**src/rtl/fetch_unit_pkg.sv**
```systemverilog
// fetch_unit_pkg: shared FSM encoding and constants for the fetch unit
package fetch_unit_pkg;
    typedef enum logic [1:0] {
        BOOT  = 2'd0,
        RUN   = 2'd1,
        DRAIN = 2'd2
    } state_t;
    localparam logic [31:0] RESET_PC_DEFAULT = 32'h0000_0000;
    localparam logic [31:0] NOP = 32'h0000_0013;
endpackage

```
**src/rtl/fetch_unit_sync_fifo.sv**
```systemverilog
// sync_fifo: single-clock FIFO with flush; push into a full FIFO is accepted when a pop happens in the same cycle
module sync_fifo #(
    parameter int WIDTH = 32,
    parameter int DEPTH = 2
) (
    input  logic                         clk,
    input  logic                         reset,
    input  logic                         push,
    input  logic                         pop,
    input  logic                         flush,
    input  logic [WIDTH-1:0]             din,
    output logic [WIDTH-1:0]             dout,
    output logic                         full,
    output logic                         empty,
    output logic [$clog2(DEPTH+1)-1:0]   count
);
    localparam int AW = DEPTH > 1 ? $clog2(DEPTH) : 1;
    localparam int CW = $clog2(DEPTH + 1);
    localparam logic [AW-1:0] LAST = AW'(DEPTH - 1);

    logic [WIDTH-1:0] mem [DEPTH];
    logic [AW-1:0]    wp, rp;
    logic             do_push, do_pop;

    assign empty   = count == '0;
    assign full    = count == CW'(DEPTH);
    assign do_pop  = pop && !empty;
    assign do_push = push && (!full || do_pop);
    assign dout    = mem[rp];

    // Storage needs no reset: occupancy is tracked by count alone.
    always_ff @(posedge clk) begin
        if (do_push)
            mem[wp] <= din;
    end

    // Pointers and occupancy; flush empties the FIFO and overrides push/pop.
    always_ff @(posedge clk or posedge reset) begin
        if (reset) begin
            wp    <= '0;
            rp    <= '0;
            count <= '0;
        end else if (flush) begin
            wp    <= '0;
            rp    <= '0;
            count <= '0;
        end else begin
            if (do_push)
                wp <= wp == LAST ? '0 : wp + 1'b1;
            if (do_pop)
                rp <= rp == LAST ? '0 : rp + 1'b1;
            count <= count + CW'(do_push) - CW'(do_pop);
        end
    end
endmodule

```
**src/rtl/fetch_unit.sv**
```systemverilog
// fetch_unit: in-order instruction fetch with bounded in-flight requests, redirect flush and stale-response draining
module fetch_unit
    import fetch_unit_pkg::*;
#(
    parameter logic [31:0] RESET_PC = RESET_PC_DEFAULT,
    parameter int          DEPTH    = 2
) (
    input  logic        clk,
    input  logic        reset,
    input  logic        redirect_valid,
    input  logic [31:0] redirect_pc,
    output logic        imem_req_valid,
    output logic [31:0] imem_req_addr,
    input  logic        imem_req_ready,
    input  logic        imem_rsp_valid,
    input  logic [31:0] imem_rsp_data,
    output logic        if_valid,
    output logic [31:0] if_pc,
    output logic [31:0] if_instr,
    input  logic        id_ready
);
    localparam int CW = $clog2(DEPTH + 1);
    localparam logic [CW:0] LIM = (CW + 1)'(DEPTH);

    state_t        state, state_next;
    logic [31:0]   fpc, fpc_next, head_pc;
    logic [CW-1:0] outstanding, out_next, stale, stale_next, buffered, pc_count;
    logic [63:0]   head;
    logic          hs, rsp, live, instr_empty, instr_full, pc_full, pc_empty;
    logic          unused_flags;

    assign imem_req_addr  = fpc;
    assign imem_req_valid = state == RUN && ({1'b0, outstanding} + {1'b0, buffered}) < LIM;
    assign hs             = imem_req_valid && imem_req_ready;
    assign rsp            = imem_rsp_valid && outstanding != '0;
    assign live           = rsp && state == RUN && !redirect_valid;
    assign if_valid       = !instr_empty;
    assign if_pc          = instr_empty ? '0 : head[63:32];
    assign if_instr       = instr_empty ? '0 : head[31:0];
    assign unused_flags   = ^{pc_full, pc_empty, pc_count, instr_full};

    sync_fifo #(.WIDTH(32), .DEPTH(DEPTH)) pc_fifo (
        .clk   (clk),
        .reset (reset),
        .push  (hs),
        .pop   (live),
        .flush (redirect_valid),
        .din   (fpc),
        .dout  (head_pc),
        .full  (pc_full),
        .empty (pc_empty),
        .count (pc_count)
    );

    sync_fifo #(.WIDTH(64), .DEPTH(DEPTH)) instr_fifo (
        .clk   (clk),
        .reset (reset),
        .push  (live),
        .pop   (id_ready),
        .flush (redirect_valid),
        .din   ({head_pc, imem_rsp_data}),
        .dout  (head),
        .full  (instr_full),
        .empty (instr_empty),
        .count (buffered)
    );

    // Next-state: redirect wins over everything; every in-flight request at that point becomes stale.
    always_comb begin
        out_next   = outstanding + CW'(hs) - CW'(rsp);
        stale_next = redirect_valid ? out_next
                   : (state == DRAIN && rsp && stale != '0) ? stale - 1'b1 : stale;
        fpc_next   = redirect_valid ? (redirect_pc & 32'hFFFF_FFFC) : hs ? fpc + 32'd4 : fpc;
        state_next = redirect_valid ? (out_next != '0 ? DRAIN : RUN)
                   : state == DRAIN ? (stale_next == '0 ? RUN : DRAIN) : RUN;
    end

    // State registers.
    always_ff @(posedge clk or posedge reset) begin
        if (reset) begin
            state       <= BOOT;
            fpc         <= RESET_PC;
            outstanding <= '0;
            stale       <= '0;
        end else begin
            state       <= state_next;
            fpc         <= fpc_next;
            outstanding <= out_next;
            stale       <= stale_next;
        end
    end
endmodule

```
**config.mk**
```make
export PLATFORM = sky130hd
export DESIGN_NAME = fetch_unit
export DESIGN_NICKNAME = d
export VERILOG_FILES = /design/src/rtl/fetch_unit_pkg.sv /design/src/rtl/fetch_unit_sync_fifo.sv /design/src/rtl/fetch_unit.sv
export SDC_FILE = /design/constraint.sdc
export NUM_CORES = 1
export LEC_CHECK = 0
export BUFFER_PORTS_ARGS = -buffer_cell sky130_fd_sc_hd__buf_2
export CORE_ASPECT_RATIO = 0.7
export CORE_MARGIN = 2
export CORE_UTILIZATION = 38
export DETAILED_ROUTE_END_ITERATION = 7
export HOLD_SLACK_MARGIN = 0.15
export PLACE_DENSITY_LB_ADDON = 0.3
export SETUP_SLACK_MARGIN = 0.5
export SLEW_MARGIN = 20
export SYNTH_ARGS = -nofsm -noshare
export SYNTH_HDL_FRONTEND = slang
export SYNTH_SLANG_ARGS = --single-unit
```
**constraint.sdc**
```tcl
create_clock -name clk -period 4.4 [get_ports clk]
set_input_delay 0.44 -clock clk [delete_from_list [all_inputs] [get_ports clk]]
set_output_delay 0.44 -clock clk [all_outputs]
set_load 0.05 [all_outputs]
```
==> key figures <==
Run status
  • Outcome: finished, final reports clean

STA
  • Tmin final: 3330 ps
  • Setup violations, final: 0
  • RSZ-0062 raised after global routing: false
  • Hold_ws: 165 ps
  • Final-report hold violation count: 0
  • Sum Neg Setup Slack: 0 ps
  • Slew Viols, Final: 0
  • Max transition margin: 35.0%
  • Period utilisation layout: 75.7%
  • Worst-Margin Slew: 974 ps
  • FMAX: 0.300 GHz
  • Clock Skews: 7.96 ps

Floorplan
  • Die H: 136 µm
  • Die ar.: 26400 µm²
  • Top Ports: 168
  • Core Area: 24600 µm²
  • Num rows: 48
  • Initial Util: 38.7%
  • Die extent in x: 193 µm

Synthesis
  • Leading area contributor after synthesis: edfxtp_1
  • Synth Instances: 673
  • Post-synth top area share: 58.0%
  • Seq cells post-synth: 228
  • Post-synth EDFFs: 184
  • Netlist cell types: 46
  • Seq/Total Area, Yosys: 69.6%
  • Synth Cell Area: 9520 µm²
  • Ys async rst share: 19.3%
  • Synthesis warning total: 0
  • Dominant cells by area after synthesis: edfxtp_1 (58%), dfrtp_1 (12%), mux2i_1 (6.8%)
  • Mapped Avg Cell Area: 14.1 µm²
  • Synth Flop Type: edfxtp_1

CTS
  • CTS clk-pin slew, worst paths: 60 ps
  • CTS tree: built
  • Post-CTS resize count: 0
  • Clk sinks: 228
  • Clk buf depth: 3
  • Worst-Skew Late Latency: 500 ps
  • CTS Buf Count: 24
  • Clk Tree Root Cell: clkbuf_16
  • H-Tree Depth: 1

Place
  • Gpl congestion: 0.792
  • IO buf count: 161
  • Post-Place Cells: 1136
  • HPWL after DPL: 13800 µm

Hold path
  • HP Class: in2reg

Route
  • DR pass1 iterations: 5
  • Residual DRC: 0
  • Vias post-DR: 6085
  • Routed WL per cell: 17.3 µm
  • Post-route ant nets: 0
  • Starting DRT DRC Count: 282
  • Post-Route WL: 21200 µm
  • Vias per cell: 4.97

Setup path
  • CP Capture Type: output pin
  • R2r setup slk: 1110 ps
  • Crit Path Class: reg2out
  • CP Max Fanout: 11
  • Worst EP required: 3960 ps
  • CP Data Arrival Time: 2890 ps
  • Worst Setup Start Kind: flip-flop

Cells and area
  • Non-Filler Instances: 1225
  • Area growth, synth to finish: 25.4%
  • Share of cells above drive strength 1: 27.7%
  • Fillers: 2169
  • Nets: 960

Global routing
  • Vias in the first global route: 5829
  • First-pass GRT wire length: 32500 µm
  • Antenna violations before repair: 1
  • GRT Total Usage: 16.1%
  • Largest net degree at the start of global routing: 63
  • Grt total ovfl: 0

Pwr
  • Maximum vdd drop: 317 µV
  • PwrDens: 632 nW/µm²
  • Leak: 4.51 nW
  • Total Power: 7.55 mW

Job
  • Maxcap violations: 0
## layout make-up
cell class / instances / area [µm²] / share of cell area (%)
flip-flops and latches: 228 / 6630 / 55.5
multi-input cells: 388 / 2680 / 22.4
repair buffers: 216 / 1340 / 11.2
clock buffers: 34 / 689 / 5.77
well taps: 325 / 407 / 3.41
clock inverters: 10 / 105 / 0.880
inverters: 23 / 86.3 / 0.723
diodes: 1 / 2.50 / 0.0210
## stage by stage
| stage | setup slack [ps] | util [%] | area [µm²] |
|---|---|---|---|
| after CTS | 1050 | 48.5 | 11900 |
| after floorplan | 995 | - | 9540 |
| after detailed placement | 1110 | 43.5 | 10700 |
| after global routing | 858 | 48.5 | 11900 |
| after global placement | 1120 | 43.5 | 10700 |
| final | 1070 | 48.5 | 11900 |
## synthesized netlist by cell type (3+ instances only)
cell / n
edfxtp_1: 184
nor2_1: 86
mux2i_1: 65
dfrtp_1: 44
nand2_1: 38
mux2_2: 31
clkbuf_1: 26
inv_1: 22
nand3_1: 17
nand4_1: 15
o21ai_0: 14
a31oi_1: 11
o311ai_0: 11
o31ai_1: 10
xnor2_1: 9
and3_1: 8
ha_1: 8
or4_1: 8
and2_1: 7
and4_1: 6
xor2_1: 6
buf_1: 4
buf_4: 4
nor2b_1: 4
nor4_1: 4
a21oi_1: 3
buf_2: 3
or2_2: 3
## timing repair
| action | 4_1_cts | 5_1_grt |
|---|---|---|
| endpoints found under the hold margin | 119 | 0 |
| buffers inserted | 0 | 0 |
| hold buffers | 44 | 0 |
## report_power, final
part	leakage (nW)	internal (mW)	total (mW)	switching, mW
clock	0.390	1.21	2.00	0.790
sequential	2.20	2.66	2.90	0.243
combinational	1.93	0.709	2.65	1.94
## sequential cells by signal (all words and copies together) (netlist names), 2 cells and up
| signal | flops |
|---|---|
| state | 2 |
| outstanding | 2 |
| instr_fifo.mem | 124 |
| instr_fifo.count | 2 |
| imem_req_addr | 30 |
| pc_fifo.mem | 60 |
| pc_fifo.count | 2 |
| stale | 2 |
## critical path, cell delays in order (launching register included)
cell,delay [ps]
dfrtp_1,420
and2_1,170
fa_1,420
or4b_1,650
inv_1,370
buf_2,350
## cell families (layout without fill, tap and decap cells)
kind of cell    count (synthesis)  in the layout  synth area share [%]
simple gates                  205            205                  10.4
buf+inv                        60            283                  2.56
fa+ha+maj                       9              9                  1.26
compound gates                 59             59                  4.31
flops                         228            228                  69.6
mux                            96             96                  10.5
other cells                     1              5                0.0394
xor+xnor                       15             15                  1.38
## final timing paths
check / startpoint / endpoint / depth (start not counted)
worst max-delay path: instr_fifo.count[0] / imem_req_valid / 5
worst min-delay path: redirect_pc[18] / imem_req_addr[18] / 3
worst max register to register: instr_fifo.count[0] / state[0] / 13
worst min register to register: imem_req_addr[13] / pc_fifo.mem[0][13] / 0
max in group asynchronous: reset / instr_fifo.rp / 4
min in group asynchronous: reset / imem_req_addr[24] / 4
## layout by cell type, fill, tap and decap left out, types with 3 or more instances in the layout
master,synthesis,final
or4_1,8,8
inv_1,22,21
a31oi_1,11,11
nand2_1,38,38
mux2i_1,65,65
nor2_1,86,85
buf_2,3,161
nand4_1,15,15
xnor2_1,9,9
and4_1,6,6
buf_4,4,10
ha_1,8,8
nand3_1,17,17
clkinv_1,1,3
clkinv_2,0,5
o311ai_0,11,11
clkbuf_16,0,25
a21oi_1,3,3
or2_2,3,3
nor2b_1,4,3
clkbuf_1,26,6
and2_1,7,6
o21ai_0,14,14
and3_1,8,8
dlygate4sd3_1,0,44
dfrtp_1,44,43
conb_1,1,4
o31ai_1,10,10
nor4_1,4,4
xor2_1,6,6
mux2_2,31,31
edfxtp_1,184,184
clkbuf_8,0,3
## metal layers
metal  GRT usage (%)  part of all wire (%)  wire length (µm)  vias up
met1            22.9                    47             10000     2968
li1                -                     -                 -     2920
met3            2.99                   5.2              1110       34
met2            25.2                    45              9600      163
met5               0                     0                 0        -
met4            4.97                   2.1               448        0
No activity file was read; power rests on OpenSTA's default activity.
